**src/rtl/ram_read_sequencer_pkg.sv**
```systemverilog
// Shared types for the block-RAM read sequencer: FSM state encoding and address-width helper.
package ram_read_sequencer_pkg;

  typedef enum logic [1:0] {
    IDLE  = 2'd0,
    ISSUE = 2'd1,
    DRAIN = 2'd2
  } state_t;

  function automatic int addr_width(input int depth);
    return (depth > 1) ? $clog2(depth) : 1;
  endfunction

endpackage

```
**src/rtl/ram_read_sequencer_if.sv**
```systemverilog
// Bundle of command, RAM address/data and output stream signals for ram_read_sequencer.
// The master modport is the sequencer itself; slave is the surrounding RAM/command/consumer side.
interface ram_read_sequencer_if
  import ram_read_sequencer_pkg::*;
#(
  parameter int WIDTH = 8,
  parameter int DEPTH = 1024
);
  localparam int AW = addr_width(DEPTH);

  logic [AW-1:0]    i_cmd_base;
  logic [AW:0]      i_cmd_len;
  logic [AW-1:0]    i_cmd_stride;
  logic             i_cmd_valid;
  logic             o_cmd_ready;
  logic [AW-1:0]    o_rd_addr;
  logic             o_rd_addr_valid;
  logic             i_rd_addr_ready;
  logic [WIDTH-1:0] i_rd_data;
  logic             i_rd_valid;
  logic             o_rd_ready;
  logic [WIDTH-1:0] o_data;
  logic             o_valid;
  logic             o_last;
  logic             i_ready;
  logic             o_done;

  modport master (
    input  i_cmd_base, i_cmd_len, i_cmd_stride, i_cmd_valid,
    output o_cmd_ready,
    output o_rd_addr, o_rd_addr_valid,
    input  i_rd_addr_ready,
    input  i_rd_data, i_rd_valid,
    output o_rd_ready,
    output o_data, o_valid, o_last,
    input  i_ready,
    output o_done
  );

  modport slave (
    output i_cmd_base, i_cmd_len, i_cmd_stride, i_cmd_valid,
    input  o_cmd_ready,
    input  o_rd_addr, o_rd_addr_valid,
    output i_rd_addr_ready,
    output i_rd_data, i_rd_valid,
    input  o_rd_ready,
    input  o_data, o_valid, o_last,
    output i_ready,
    input  o_done
  );

endinterface

```
**src/rtl/ram_read_sequencer_addr_gen.sv**
```systemverilog
// Read-address generator: address register, mod-DEPTH stride step and remaining-issue counter.
// RAM_READ_SEQUENCER_STRIDE_EN selects a latched stride; otherwise the step is a fixed +1 with wrap.
module ram_read_sequencer_addr_gen
  import ram_read_sequencer_pkg::*;
#(
  parameter int DEPTH = 1024,
  parameter int AW    = addr_width(DEPTH)
) (
  input  logic          clk,
  input  logic          rst_n,
  input  logic          load,
  input  logic [AW-1:0] base,
  input  logic [AW:0]   len,
  input  logic [AW-1:0] stride,
  input  logic          advance,
  output logic [AW-1:0] addr,
  output logic          last_issue
);

  logic [AW:0]   remaining;
  logic [AW-1:0] next_addr;

`ifdef RAM_READ_SEQUENCER_STRIDE_EN
  localparam logic [AW:0] DEPTH_W = (AW+1)'(DEPTH);

  logic [AW-1:0] stride_q;
  logic [AW:0]   sum;
  logic [AW:0]   wrapped;

  // addr and stride are both below DEPTH, so one conditional subtract is a full modulo
  assign sum       = {1'b0, addr} + {1'b0, stride_q};
  assign wrapped   = (sum >= DEPTH_W) ? (sum - DEPTH_W) : sum;
  assign next_addr = wrapped[AW-1:0];

  always_ff @(posedge clk or negedge rst_n) begin
    if (!rst_n) begin
      stride_q <= '0;
    end else if (load) begin
      stride_q <= stride;
    end
  end
`else
  localparam logic [AW-1:0] LAST_ADDR = AW'(DEPTH - 1);

  // stride input is ignored in the fixed-increment build
  logic unused_stride;
  assign unused_stride = ^stride;
  assign next_addr     = (addr == LAST_ADDR) ? '0 : addr + AW'(1);
`endif

  always_ff @(posedge clk or negedge rst_n) begin
    if (!rst_n) begin
      addr      <= '0;
      remaining <= '0;
    end else if (load) begin
      addr      <= base;
      remaining <= len;
    end else if (advance) begin
      addr      <= next_addr;
      remaining <= remaining - (AW+1)'(1);
    end
  end

  assign last_issue = (remaining == (AW+1)'(1));

endmodule

```
**src/rtl/ram_read_sequencer.sv**
```systemverilog
// Command-driven block-RAM read sequencer: issues {base,len,stride} addresses, tags returned beats with last/done.
// Optional build macro: RAM_READ_SEQUENCER_STRIDE_EN (honour i_cmd_stride; otherwise stride is 1).
module ram_read_sequencer
  import ram_read_sequencer_pkg::*;
#(
  parameter int WIDTH = 8,
  parameter int DEPTH = 1024
) (
  input  logic                  i_clock,
  input  logic                  i_reset,
  ram_read_sequencer_if.master  bus
);

  localparam int AW = addr_width(DEPTH);
  localparam logic [AW:0] ONE = (AW+1)'(1);

  state_t        state;
  logic [AW:0]   len_q;
  logic [AW:0]   beat_cnt;
  logic          cmd_ready_q;
  logic          addr_valid_q;
  logic          done_q;
  logic [AW-1:0] addr;
  logic          last_issue;

  logic active, cmd_fire, load, addr_fire, beat_fire, last_beat, final_fire;

  assign active     = (state != IDLE);
  assign cmd_fire   = (state == IDLE) && cmd_ready_q && bus.i_cmd_valid;
  assign load       = cmd_fire && (bus.i_cmd_len != '0);
  assign addr_fire  = addr_valid_q && bus.i_rd_addr_ready;
  assign beat_fire  = active && bus.i_rd_valid && bus.i_ready;
  assign last_beat  = active && bus.i_rd_valid && (beat_cnt == len_q - ONE);
  assign final_fire = (state == DRAIN) && last_beat && bus.i_ready;

  ram_read_sequencer_addr_gen #(
    .DEPTH (DEPTH),
    .AW    (AW)
  ) u_addr_gen (
    .clk        (i_clock),
    .rst_n      (i_reset),
    .load       (load),
    .base       (bus.i_cmd_base),
    .len        (bus.i_cmd_len),
    .stride     (bus.i_cmd_stride),
    .advance    (addr_fire),
    .addr       (addr),
    .last_issue (last_issue)
  );

  always_ff @(posedge i_clock or negedge i_reset) begin
    if (!i_reset) begin
      state        <= IDLE;
      cmd_ready_q  <= 1'b0;
      addr_valid_q <= 1'b0;
      done_q       <= 1'b0;
      len_q        <= '0;
      beat_cnt     <= '0;
    end else begin
      done_q <= 1'b0;
      unique case (state)
        IDLE: begin
          cmd_ready_q <= 1'b1;
          if (cmd_fire) begin
            len_q    <= bus.i_cmd_len;
            beat_cnt <= '0;
            if (load) begin
              state        <= ISSUE;
              cmd_ready_q  <= 1'b0;
              addr_valid_q <= 1'b1;
            end else begin
              done_q <= 1'b1;
            end
          end
        end
        ISSUE: begin
          if (beat_fire) beat_cnt <= beat_cnt + ONE;
          // RAM latency is at least one cycle, so completion is only ever seen from DRAIN
          if (addr_fire && last_issue) begin
            addr_valid_q <= 1'b0;
            state        <= DRAIN;
          end
        end
        DRAIN: begin
          if (beat_fire) beat_cnt <= beat_cnt + ONE;
          if (final_fire) begin
            state       <= IDLE;
            cmd_ready_q <= 1'b1;
            done_q      <= 1'b1;
          end
        end
        default: state <= IDLE;
      endcase
    end
  end

  assign bus.o_cmd_ready     = cmd_ready_q;
  assign bus.o_rd_addr       = addr;
  assign bus.o_rd_addr_valid = addr_valid_q;
  assign bus.o_done          = done_q;

  // Return path is pure pass-through; in IDLE stray beats are swallowed once out of reset
  assign bus.o_valid    = active && bus.i_rd_valid;
  assign bus.o_data     = active ? bus.i_rd_data : {WIDTH{1'b0}};
  assign bus.o_last     = last_beat;
  assign bus.o_rd_ready = active ? bus.i_ready : cmd_ready_q;

endmodule

```
**src/flat_wrapper.sv**
```systemverilog
// flat-port wrapper written by rule: the top's interface ports become plain ports
module ram_read_sequencer_flat import ram_read_sequencer_pkg::*;
#(
  parameter int WIDTH = 8,
  parameter int DEPTH = 1024
)
  (i_clock, i_reset, bus_i_cmd_base, bus_i_cmd_len, bus_i_cmd_stride, bus_i_cmd_valid, bus_o_cmd_ready, bus_o_rd_addr, bus_o_rd_addr_valid, bus_i_rd_addr_ready, bus_i_rd_data, bus_i_rd_valid, bus_o_rd_ready, bus_o_data, bus_o_valid, bus_o_last, bus_i_ready, bus_o_done);
  ram_read_sequencer_if #(.WIDTH(WIDTH), .DEPTH(DEPTH)) bus_i ();
  input  logic i_clock;
  input  logic i_reset;
  input wire logic [$bits(bus_i.i_cmd_base)-1:0] bus_i_cmd_base;
  input wire logic [$bits(bus_i.i_cmd_len)-1:0] bus_i_cmd_len;
  input wire logic [$bits(bus_i.i_cmd_stride)-1:0] bus_i_cmd_stride;
  input wire logic [$bits(bus_i.i_cmd_valid)-1:0] bus_i_cmd_valid;
  output wire logic [$bits(bus_i.o_cmd_ready)-1:0] bus_o_cmd_ready;
  output wire logic [$bits(bus_i.o_rd_addr)-1:0] bus_o_rd_addr;
  output wire logic [$bits(bus_i.o_rd_addr_valid)-1:0] bus_o_rd_addr_valid;
  input wire logic [$bits(bus_i.i_rd_addr_ready)-1:0] bus_i_rd_addr_ready;
  input wire logic [$bits(bus_i.i_rd_data)-1:0] bus_i_rd_data;
  input wire logic [$bits(bus_i.i_rd_valid)-1:0] bus_i_rd_valid;
  output wire logic [$bits(bus_i.o_rd_ready)-1:0] bus_o_rd_ready;
  output wire logic [$bits(bus_i.o_data)-1:0] bus_o_data;
  output wire logic [$bits(bus_i.o_valid)-1:0] bus_o_valid;
  output wire logic [$bits(bus_i.o_last)-1:0] bus_o_last;
  input wire logic [$bits(bus_i.i_ready)-1:0] bus_i_ready;
  output wire logic [$bits(bus_i.o_done)-1:0] bus_o_done;
  assign bus_i.i_cmd_base = bus_i_cmd_base;
  assign bus_i.i_cmd_len = bus_i_cmd_len;
  assign bus_i.i_cmd_stride = bus_i_cmd_stride;
  assign bus_i.i_cmd_valid = bus_i_cmd_valid;
  assign bus_o_cmd_ready = bus_i.o_cmd_ready;
  assign bus_o_rd_addr = bus_i.o_rd_addr;
  assign bus_o_rd_addr_valid = bus_i.o_rd_addr_valid;
  assign bus_i.i_rd_addr_ready = bus_i_rd_addr_ready;
  assign bus_i.i_rd_data = bus_i_rd_data;
  assign bus_i.i_rd_valid = bus_i_rd_valid;
  assign bus_o_rd_ready = bus_i.o_rd_ready;
  assign bus_o_data = bus_i.o_data;
  assign bus_o_valid = bus_i.o_valid;
  assign bus_o_last = bus_i.o_last;
  assign bus_i.i_ready = bus_i_ready;
  assign bus_o_done = bus_i.o_done;
  ram_read_sequencer #(.WIDTH(WIDTH), .DEPTH(DEPTH)) u_core (.i_clock(i_clock), .i_reset(i_reset), .bus(bus_i));
endmodule
```
**config.mk**
```make
export PLATFORM = sky130hd
export DESIGN_NAME = ram_read_sequencer_flat
export DESIGN_NICKNAME = d
export VERILOG_FILES = /design/src/rtl/ram_read_sequencer_pkg.sv /design/src/rtl/ram_read_sequencer_if.sv /design/src/rtl/ram_read_sequencer_addr_gen.sv /design/src/rtl/ram_read_sequencer.sv /design/src/flat_wrapper.sv
export SDC_FILE = /design/constraint.sdc
export NUM_CORES = 1
export LEC_CHECK = 0
export ABC_CLOCK_PERIOD_IN_PS = 2300
export CORE_ASPECT_RATIO = 1.4
export CORE_MARGIN = 2
export CORE_UTILIZATION = 46
export DETAILED_ROUTE_END_ITERATION = 10
export MAX_ROUTING_LAYER = met4
export PLACE_DENSITY = 0.78
export SLEW_MARGIN = 30
export SYNTH_ARGS = -nofsm -noshare
export SYNTH_HDL_FRONTEND = slang
export SYNTH_HIERARCHICAL = 1
export SYNTH_SLANG_ARGS = --single-unit
```
**constraint.sdc**
```tcl
create_clock -name i_clock -period 2.3 [get_ports i_clock]
set_input_delay 0.46 -clock i_clock [delete_from_list [all_inputs] [get_ports i_clock]]
set_output_delay 0.46 -clock i_clock [all_outputs]
set_load 0.01 [all_outputs]
```
# After elaboration in Yosys (flattened, before gate mapping)
# Index checks and enable logic that the tools add are counted.
[totals] regBits=48 in_bits=45 out_inout_bits=24 wordCells=71
[op_classes] addsub=4 eq_ne=10 muxes=26 n_reduce_logical=23
[op_table] op="$mux 11" n=4
[op_table] op="$mux 10" n=3
[op_table] op="$pmux 11 s2" n=1
[op_table] op="$sub 11x1->11 const B" n=2
[op_table] op="$add 11x1->11 const B" n=1
[op_table] op="$eq 11x1->1 const B" n=1
[op_table] op="$eq 11x11->1" n=1
[op_table] op="$reduce_bool 11->1" n=1
[op_table] op="$add 10x1->10 const B" n=1
[op_table] op="$eq 10x10->1 const B" n=1
[op_table] op="$logic_and 1x1->1" n=10
[op_table] op="$ne 2x1->1 const B" n=5
[op_table] op="$reduce_bool 2->1" n=5
[op_table] op="$mux 1" n=9
[op_table] op="$mux 2" n=4
[op_table] op="$mux 8" n=1
[op_table] op="$reduce_and 4->1" n=2
[op_table] op="$pmux 1 s2" n=3
[op_table] op="$pmux 2 s3" n=1
[op_table] op="$reduce_and 2->1" n=2
[op_table] op="$reduce_and 3->1" n=1
[op_table] op="$eq 2x1->1 const B" n=1
[op_table] op="$eq 2x2->1 const B" n=1
[op_table] op="$logic_not 2->1" n=1
[op_table] op="$reduce_or 2->1" n=1

# Depth between registers and ports, before layout
# Gate-level depths: netlist of the first run.
[logic_depth] word_depth=7 depth_mapped=9 mapped_depth_nobuf=9

# By module
# Netlist of the first run, hierarchy kept.
[by_module_without_submodules] mod="ram_read_sequencer" n_inst=1 cells_per_inst=190 area_each_um2=1755.4 seq_area_each_um2=675.6
[by_module_without_submodules] mod="ram_read_sequencer_addr_gen" n_inst=1 cells_per_inst=139 area_each_um2=1253.7 seq_area_each_um2=525.5

# Least setup slack after synthesis of the first run
# Ideal clock, no wire load.
[synth_timing] path_kind="flip-flop to output port" start="reg u_core.len_q[2]" end="out bus_o_last" arrival_ns=1.756 path_slack_ns=0.084 stages_incl_launch_ff=6 path_cell_list="dfrtp_1 nor4_4 nand3_1 xor2_1 a311oi_2 nor4_1"
[synth_between] elab_chain_len=3
[synth_rtl] item="start: declaration" line_no="ram_read_sequencer.sv:18" source="logic [AW:0] len_q;"
[synth_rtl] item="start signal: assignment" line_no="ram_read_sequencer.sv:65" source="len_q <= bus.i_cmd_len;"
[synth_rtl] item="$sub 11x1->11" line_no="ram_read_sequencer.sv:33" source="assign last_beat = active && bus.i_rd_valid && (beat_cnt == len_q - ONE);"
[synth_rtl] item="$eq 11x11->1" line_no="ram_read_sequencer.sv:33"
[synth_rtl] item="$logic_and 1x1->1" line_no="ram_read_sequencer.sv:33"
[synth_rtl] item="end: declaration" line_no="flat_wrapper.sv:24" source="output wire logic [$bits(bus_i.o_last)-1:0] bus_o_last;"
# No other way between the ends.

# Final worst setup path of the first run
[layout_timing] start="reg u_core.len_q[0]" end="out bus_o_last"
# The elaborated chain is that of the path after synthesis.

==> metrics, run 1 <==
status complete, but fails checks; failing checks negative setup slack; Final Instance Area 0.00430 sq mm; Worst Setup Path Type reg2out; pre-CTS WS -0.475 ns; Clock Power Share 0.125; Die X 72.4 um; area grow syn2layout 43.0%; Peak Freq 0.412 GHz; Mean Syn Cell Area 9.15 sq um; ANT cells 0; Die ar. 0.00721 sq mm; CP Max Fanout 5; Non-Filler Instances 510; DRT iter0 DRCs 145; final hold violations 0; Nets 491; DR WL/cell 15.5 um; DRT antenna net count 0; Final Util 0.688; most frequent cells in the layout 48 x dfrtp_1, 47 x clkdlybuf4s50_1, 47 x buf_4; Post-synth top flop dfrtp_1; initial core utilization 0.481; global-route wire length before repair 12,800 um; Total GRT Usage 0.230; Bufs on Longest Clock Path 2; Clock Sinks 48; switching share of total power 0.402; total negative slack -0.125 ns; Critical Path RT 1.84 ns; Yosys cell types 47; dominant delay contributor by cell family on the critical path flip-flops; PnR worst setup slack -0.125 ns; First-pass DRT Iterations 6; DRC Markers 0; Worst Path Arrival 1.97 ns; WP buf/inv 2; Mapped Cells 329; Slew @ Worst Pin 0.394 ns; placed cell area 0.00402 sq mm; Rows 34; HPWL after DPL 5810 um; Area contributors post-synth dfrtp_1 40%, xnor2_1 5.5%, mux2_2 5.2%; Net Count, Synth 383; hold crit path type in2async; fraction of registers with async set/reset 1.00; area leader, netlist dfrtp_1; synth warn 6; num ports 69; worst vdd ir 0.736 mV; Int Power 0.00307 W; Post-Synthesis Cell Area 0.00301 sq mm; post-synth top area share 0.399; share of the yosys chip area belonging to registers 0.399; CP peak stage delay 0.39 ns; vias per inst 5.49; RSZ-0062 raised after global routing yes; startpoint types flop; share of cells above drive strength 1 0.233; crit end category output pin; Max Cap Viol 0; port bufs 58; Leak 1.82 nW; number of synthesized flops with an enable pin 0; RePlAce Congestion 0.941; Worst-path clk slew 0.10 ns; Crit-path slowest cell dfrtp_1; Congestion Overflow GR 0; Max-slew headroom 0.735; final worst path period need 2.43 ns; clock buffers created by TritonCTS 5; largest net degree at the start of global routing 46; Clk Latency, worst-skew pair 0.31 ns; antenna violations before repair 0; TritonCTS clock tree yes; cell breakdown of the critical path inv_1 > ha_4 > nor2b_4 > nand3_1 > xor2_1 > a311oi_2 > nor4_2 > buf_2; CORE AREA 0.00625 sq mm; Flop pwr share 0.313; vias in the first global route 2,761; FF+latch count, synth 48; pwr/cell area 1190 mW/mm^2; commonest non-fill, non-tap cell in the layout dfrtp_1; placed cells 497; Register-to-Register Path Depth 8; fin crit share 1.05; H-tree Lvls 2; count of final setup violators 1; WL final 7930 um; Vias 2,798; Worst Skew 0.00728 ns; Die Ht 99.7 um; switching power 0.00207 W; Comb power frac 0.561; Critical Path Stages 8; Final Max Slew Viols 0; root buf cell clkbuf_8
final timing paths:
| kind | slack [ns] | endpoint | from |
|---|---|---|---|
| setup / recovery | -0.13 | bus_o_last | u_core/len_q[0] |
| hold / removal | 0.49 | u_core/beat_cnt[0] | i_reset |
| setup reg to reg | 0.05 | u_core/state[1] | u_core/len_q[5] |
| hold reg to reg | 0.57 | u_core/len_q[10] | u_core/len_q[10] |
| max in group asynchronous | 1.36 | u_core/u_addr_gen/remaining[7] | i_reset |
| min in group i_clock | 0.57 | u_core/len_q[10] | u_core/len_q[10] |
metal layers:
| metal | routed length, um | track usage | up-vias |
|---|---|---|---|
| met1 | 3340 | 0.273 | 1335 |
| met5 | 0 | - | - |
| li1 | - | - | 1376 |
| met4 | 137 | 0.0813 | 0 |
| met2 | 4170 | 0.397 | 75 |
| met3 | 280 | 0.0263 | 12 |
Yosys cell counts, types with 2 or more instances:
| master | number |
|---|---|
| nand2_1 | 41 |
| o21ai_0 | 29 |
| and2_1 | 2 |
| inv_1 | 17 |
| o31ai_1 | 2 |
| nor3_1 | 14 |
| xor2_1 | 13 |
| o41ai_1 | 2 |
| a21oi_1 | 7 |
| or3_1 | 3 |
| a211o_1 | 2 |
| nand2b_1 | 2 |
| nor2b_1 | 14 |
| a31oi_1 | 3 |
| nand3_1 | 13 |
| o21ai_1 | 2 |
| ha_1 | 9 |
| dfrtp_1 | 48 |
| xnor2_1 | 19 |
| and4_1 | 2 |
| clkbuf_1 | 9 |
| mux2i_1 | 2 |
| a21o_1 | 2 |
| a22o_1 | 2 |
| nand4_1 | 6 |
| nand3b_1 | 2 |
| nor4b_4 | 2 |
| nor2_1 | 20 |
| mux2_2 | 14 |
| nor4_1 | 6 |
| and3_1 | 4 |
layout make-up:
type	instances	area, sq um
tap	72	90.1
clock buffer	5	68.8
fill	480	1950
multi-input combinational	255	1850
inverter	17	63.8
clock inverter	3	46.3
sequential	48	1200
timing repair buffer	110	988
flip-flops by register name, summed over array words and instances (netlist names):
signal,flops
u_core/beat_cnt,11
u_core/bus.o_cmd_ready,1
u_core/bus.o_done,1
u_core/bus.o_rd_addr_valid,1
u_core/len_q,11
u_core/state,2
u_core/u_addr_gen/addr,10
u_core/u_addr_gen/remaining,11
repair_timing:
item	CTS	global route
buffers inserted	5	2
pin swaps	8	6
endpoints found under the hold margin	4	0
gates resized for setup	27	17
hold buffers	1	0
endpoints found under the setup margin	3	14
metrics by stage:
stage | hold slack [ns] | power (W)
after floorplan | 0.164 | 0.00305
after global placement | 0.286 | 0.00414
after detailed placement | 0.288 | 0.00424
after CTS | 0.482 | 0.00501
after global routing | 0.491 | 0.00550
final | 0.486 | 0.00514
worst reg2reg max path, delay by kind of cell, from the launching register on:
kind | cells | cell delay, ns
compound gates | 3 | 0.81
simple gates | 3 | 0.60
flops | 1 | 0.42
buf+inv | 2 | 0.31
logic make-up (layout without fill, tap and decap cells):
group                    count (synthesis)  in the layout  synth area share
multiplexers                            16             16            0.0590
AO/OA/AOI/OAI                           59             59             0.123
AND/OR/NAND/NOR                        139            139             0.256
buffers and inverters                   26            135            0.0324
adder cells (fa/ha/maj)                  9              9            0.0374
XOR/XNOR                                32             32            0.0931
flip-flops                              48             48             0.399
power by group through the flow:
stage          sequential (W)  combinational [W]  clock, W
6_report              0.00161            0.00288  0.000644
3_5_place_dp          0.00162            0.00262         0
2_1_floorplan         0.00160            0.00146         0
4_1_cts               0.00160            0.00276  0.000651
5_1_grt               0.00166            0.00316  0.000678
3_3_place_gp          0.00160            0.00255         0
No activity file was read; power rests on OpenSTA's default activity.
==> inputs of run 2 (changes only) <==
--- a/config.mk
+++ b/config.mk
@@ -10,6 +10,7 @@
 export CORE_MARGIN = 2
 export CORE_UTILIZATION = 46
 export DETAILED_ROUTE_END_ITERATION = 10
+export GPL_ROUTABILITY_DRIVEN = 0
 export MAX_ROUTING_LAYER = met4
 export PLACE_DENSITY = 0.78
 export SLEW_MARGIN = 30
==> metrics, run 2 (same netlist as run 1, synthesis figures left out) <==
Critical Path RT 1.84 ns (about the same); HPWL after DPL 5780 um (was 5810 um); Peak Freq 0.399 GHz (was 0.412 GHz); global-route wire length before repair 13,700 um (was 12,800 um); root buf cell clkbuf_8 (unchanged); vias in the first global route 2,901 (was 2,761); Final Instance Area 0.00429 sq mm (was 0.00430 sq mm); Total GRT Usage 0.247 (was 0.230); CP peak stage delay 0.41 ns (was 0.39 ns); port bufs 58 (unchanged); Worst Setup Path Type reg2out (unchanged); antenna violations before repair 0 (unchanged); DR WL/cell 16.0 um (was 15.5 um); Max-slew headroom 0.577 (was 0.735); Worst-path clk slew 0.10 ns (about the same); Die ar. 0.00721 sq mm (unchanged); hold crit path type in2async (unchanged); Clk Latency, worst-skew pair 0.32 ns (was 0.31 ns); ANT cells 0 (unchanged); Bufs on Longest Clock Path 2 (unchanged); Worst Path Arrival 2.05 ns (was 1.97 ns); pwr/cell area 1200 mW/mm^2 (was 1190 mW/mm^2); placed cell area 0.00402 sq mm (about the same); DRT iter0 DRCs 212 (was 145); most frequent cells in the layout 50 x buf_4, 48 x dfrtp_1, 47 x clkdlybuf4s50_1 (was 48 x dfrtp_1, 47 x clkdlybuf4s50_1, 47 x buf_4); initial core utilization 0.481 (unchanged); met2 Usage GRT 0.418 (was 0.397); final worst path period need 2.51 ns (was 2.43 ns); crit end category output pin (unchanged); startpoint types flop (unchanged); share of cells above drive strength 1 0.244 (was 0.233); Crit-path slowest cell dfrtp_1 (unchanged); Nets 492 (was 491); Congestion Overflow GR 0 (unchanged); status complete, but fails checks (unchanged); failing checks negative setup slack (unchanged); commonest non-fill, non-tap cell in the layout buf_4 (was dfrtp_1); Die Ht 99.7 um (unchanged); First-pass DRT Iterations 4 (was 6); DRT antenna net count 0 (unchanged); largest net degree at the start of global routing 49 (was 46); Post-CTS Hold Buffers 0 (was 1); WL final 8190 um (was 7930 um); clock buffers created by TritonCTS 5 (unchanged); fin crit share 1.09 (was 1.05); Die X 72.4 um (unchanged); TritonCTS clock tree yes (unchanged); Worst Skew 0.0182 ns (was 0.00728 ns); Largest regs u_core/beat_cnt: 11 flops, u_core/len_q: 11 flops, u_core/u_addr_gen/remaining: 11 flops (unchanged); met3 global-route usage 0.0415 (was 0.0263); H-tree Lvls 2 (unchanged); RSZ-0062 raised after global routing yes (unchanged); CORE AREA 0.00625 sq mm (unchanged); worst vdd ir 0.649 mV (was 0.736 mV); num ports 69 (unchanged); PnR worst setup slack -0.206 ns (was -0.125 ns); final hold violations 0 (unchanged); Max Cap Viol 0 (unchanged); Final Max Slew Viols 0 (unchanged); Tot Pwr 0.00515 W (was 0.00514 W); Clock Sinks 48 (unchanged); busiest grt layer met2 (unchanged); Rows 34 (unchanged); cell breakdown of the critical path inv_2 > ha_4 > nor2b_4 > nand3_1 > xor2_1 > a311oi_2 > nor4_2 > buf_2 (was inv_1 > ha_4 > nor2b_4 > nand3_1 > xor2_1 > a311oi_2 > nor4_2 > buf_2); CP Max Fanout 5 (unchanged); Min Hold Slack 0.235 ns (was 0.486 ns); area grow syn2layout 42.5% (was 43.0%); DRC Markers 0 (unchanged); Vias 2,796 (was 2,798); Slew @ Worst Pin 0.635 ns (was 0.394 ns); vias per inst 5.47 (was 5.49); GR Util met1 0.294 (was 0.273); count of final setup violators 1 (unchanged); Leak 1.81 nW (was 1.82 nW)
-- run 2: changes by cell type in the layout (fill, tap and decap cells not counted), sizes merged --
cell / previous run / this run
dlygate4sd3: 1 / 0
clkinv: 0 / 1
inv: 18 / 17
buf: 53 / 55
-- run 2: path summary, 6_finish.rpt --
check,from,endpoint,slack [ns],cells past startpoint
min in group i_clock,u_core/len_q[10],u_core/len_q[10],0.54,1
setup reg to reg,u_core/len_q[2],u_core/state[1],0.05,8
hold / removal,i_reset,u_core/beat_cnt[0],0.23,2
hold reg to reg,u_core/len_q[10],u_core/len_q[10],0.54,1
setup / recovery,u_core/len_q[0],bus_o_last,-0.21,8
max in group asynchronous,i_reset,u_core/len_q[10],1.62,2
-- run 2: power by group --
group / switching [W] / leakage [nW] / internal, W / total, W
clock network: 0.000311 / 0.0541 / 0.000322 / 0.000633
logic: 0.00138 / 1.17 / 0.00153 / 0.00291
registers: 0.000416 / 0.591 / 0.00119 / 0.00161
-- run 2: per-layer routing --
layer,vias up,wire [um],part of all wire
met4,0,79,0.0096
met5,-,0,0
met3,8,331,0.040
met1,1335,3400,0.41
li1,1380,-,-
met2,73,4380,0.54
-- run 2: layout make-up --
| class | count | area (sq um) |
|---|---|---|
| fill | 469 | 1970 |
| multi-input combinational | 255 | 1840 |
| sequential | 48 | 1200 |
| timing repair buffer | 111 | 977 |
| tap | 72 | 90.1 |
| clock buffer | 5 | 68.8 |
| inverter | 17 | 63.8 |
| clock inverter | 3 | 42.5 |
-- run 2: worst max-delay path: cells and delay by family (launching register included) --
family	cells	cell delay [ns]
buf+inv	2	0.22
simple gates	3	0.37
flops	1	0.41
fa+ha+maj	1	0.16
xor+xnor	1	0.18
compound gates	1	0.38
-- run 2: through the flow --
stage                util  worst slack, ns  TNS, ns  cells
floorplan               -           0.0838        0    329
global placement    0.643           -0.395   -0.513    499
detailed placement  0.643           -0.421   -0.656    499
CTS                 0.672           -0.202   -0.245    510
global route        0.686           -0.319   -0.353    511
finish              0.686           -0.206   -0.206    511
-- run 2: what timing repair did --
action                                 4_1_cts  5_1_grt
gates resized for setup                     26       19
pin swaps                                    4        7
setup endpoints to repair                    6       14
endpoints found under the hold margin        0        0
setup buffers                                3        3
==> inputs of run 3 (changes only) <==
--- a/config.mk
+++ b/config.mk
@@ -18,3 +18,4 @@
 export SYNTH_HDL_FRONTEND = slang
 export SYNTH_HIERARCHICAL = 1
 export SYNTH_SLANG_ARGS = --single-unit
+export TNS_END_PERCENT = 5
==> metrics, run 3 (same netlist as run 1, synthesis figures left out) <==
First-pass DRT Iterations 4 (unchanged); CORE AREA 0.00625 sq mm (unchanged); final worst path period need 2.47 ns (was 2.51 ns); Flop pwr share 0.311 (was 0.312); crit end category output pin (unchanged); startpoint types flop (unchanged); initial core utilization 0.481 (unchanged); CP peak stage delay 0.42 ns (was 0.41 ns); Clk Latency, worst-skew pair 0.32 ns (about the same); Leak 1.77 nW (was 1.81 nW); fin crit share 1.07 (was 1.09); share of cells above drive strength 1 0.234 (was 0.244); Clock Power Share 0.123 (about the same); largest net degree at the start of global routing 49 (unchanged); HPWL after DPL 5780 um (unchanged); failing checks negative setup slack (unchanged); Nets 489 (was 492); Worst-path clk slew 0.11 ns (was 0.10 ns); ANT cells 0 (unchanged); Comb power frac 0.566 (was 0.565); commonest non-fill, non-tap cell in the layout clkdlybuf4s50_1 (was buf_4); Int Power 0.00307 W (was 0.00304 W); Congestion Overflow GR 0 (unchanged); Tot Pwr 0.00517 W (was 0.00515 W); Worst Setup Path Type reg2out (unchanged); Min Hold Slack 0.236 ns (was 0.235 ns); PnR worst setup slack -0.166 ns (was -0.206 ns); count of final setup violators 3 (was 1); RSZ-0062 raised after global routing yes (unchanged); Peak Freq 0.405 GHz (was 0.399 GHz); Crit-path slowest cell dfrtp_1 (unchanged); pwr/cell area 1210 mW/mm^2 (was 1200 mW/mm^2); DR WL/cell 16.1 um (was 16.0 um); placed cells 499 (unchanged); hold crit path type in2async (unchanged); area grow syn2layout 41.8% (was 42.5%); Final Util 0.682 (was 0.686); Critical Path RT 1.84 ns (about the same); reg-to-reg endpoint u_core/state[1] (unchanged); DRC Markers 0 (unchanged); Die ar. 0.00721 sq mm (unchanged); root buf cell clkbuf_8 (unchanged); DRT iter0 DRCs 237 (was 212); Largest regs u_core/beat_cnt: 11 flops, u_core/len_q: 11 flops, u_core/u_addr_gen/remaining: 11 flops (unchanged); port bufs 58 (unchanged); worst vdd ir 0.627 mV (was 0.649 mV); antenna violations before repair 0 (unchanged); Rows 34 (unchanged); Max-slew headroom 0.563 (was 0.577); Vias 2,814 (was 2,796); switching share of total power 0.407 (was 0.409); Non-Filler Instances 508 (was 511); vias in the first global route 2,900 (was 2,901); global-route wire length before repair 13,700 um (about the same); Register-to-Register Path Depth 8 (unchanged); Slew @ Worst Pin 0.655 ns (was 0.635 ns); switching power 0.00210 W (was 0.00211 W); clock buffers created by TritonCTS 5 (unchanged); WP buf/inv 1 (was 2); Die Ht 99.7 um (unchanged); cell breakdown of the critical path nor4_4 > nand3_1 > xor2_1 > a311oi_2 > nor4_2 > buf_2 (was inv_2 > ha_4 > nor2b_4 > nand3_1 > xor2_1 > a311oi_2 > nor4_2 > buf_2); Clock Sinks 48 (unchanged); TritonCTS clock tree yes (unchanged); reg2reg start u_core/len_q[2] (unchanged); flop2flop setup slack -0.07 ns (was 0.05 ns); Worst Path Arrival 2.01 ns (was 2.05 ns); num ports 69 (unchanged); H-tree Lvls 2 (unchanged); Max Cap Viol 0 (unchanged); vias per inst 5.54 (was 5.47); Total GRT Usage 0.246 (was 0.247); Worst Skew 0.0201 ns (was 0.0182 ns); Die X 72.4 um (unchanged); total negative slack -0.250 ns (was -0.206 ns); status complete, but fails checks (unchanged); DRT antenna net count 0 (unchanged); final hold violations 0 (unchanged); dominant delay contributor by cell family on the critical path simple AND/OR/NAND/NOR gates (was flip-flops); WL final 8190 um (about the same); most frequent cells in the layout 55 x clkdlybuf4s50_1, 48 x buf_4, 48 x dfrtp_1 (was 50 x buf_4, 48 x dfrtp_1, 47 x clkdlybuf4s50_1); Fillers 465 (was 469); Final Max Slew Viols 0 (unchanged); Bufs on Longest Clock Path 2 (unchanged); CP Max Fanout 3 (was 5)
run 3: cell types whose count changed in the layout (fill, tap and decap cells not counted), sizes merged:
cell,delta
dlygate4sd2,-8
clkdlybuf4s50,+8
buf,-3
run 3: final cells by class:
cell class / count / area [sq um] / area share
multi-input cells: 255 / 1840 / 0.432
flip-flops and latches: 48 / 1200 / 0.282
repair buffers: 108 / 956 / 0.224
well taps: 72 / 90.1 / 0.0211
clock buffers: 5 / 68.8 / 0.0161
inverters: 17 / 63.8 / 0.0150
clock inverters: 3 / 42.5 / 0.00997
run 3: metrics by stage:
step | cell area (sq um) | worst slack, ns
floorplan | 3010 | 0.0838
global placement | 4020 | -0.395
detailed placement | 4020 | -0.421
CTS | 4200 | -0.202
global route | 4270 | -0.310
finish | 4270 | -0.166
run 3: worst max path at each step:
stage / cells after the start / end / start / slack [ns]
detailed placement: 6 / bus_o_last / bus_i_rd_valid / -0.42
global route: 6 / bus_o_last / u_core/len_q[2] / -0.31
floorplan: 5 / bus_o_last / u_core/len_q[2] / 0.08
global placement: 6 / bus_o_last / bus_i_rd_valid / -0.39
CTS: 7 / bus_o_last / u_core/len_q[2] / -0.20
finish: 6 / bus_o_last / u_core/len_q[2] / -0.17
run 3: power by group through the flow:
stage	sequential (W)	combinational (W)	clock, W
floorplan	0.00160	0.00146	0
global placement	0.00159	0.00256	0
detailed placement	0.00161	0.00265	0
CTS	0.00160	0.00278	0.000642
global route	0.00167	0.00320	0.000680
finish	0.00161	0.00293	0.000638
run 3: what timing repair did:
action,CTS,global route
pin swaps,4,0
hold endpoints to repair,0,0
hold buffers,0,0
gates resized for setup,18,15
setup buffers,1,0
setup endpoints to repair,6,10
run 3: worst register-to-register path: stages, from the launching register on:
cell      delay, ns
dfrtp_1        0.42
nor4_4         0.32
nand3_1        0.16
xor2_1         0.20
a311oi_2       0.16
buf_4          0.17
buf_4          0.14
o41a_1         0.41
a211o_1        0.26
run 3: layer usage:
layer  wire (um)  GRT usage  up-vias
met2        4300      0.418       75
met4         130     0.0769        0
met1        3360      0.296     1351
met5           0          -        -
met3         394     0.0405       15
li1            -          -     1373
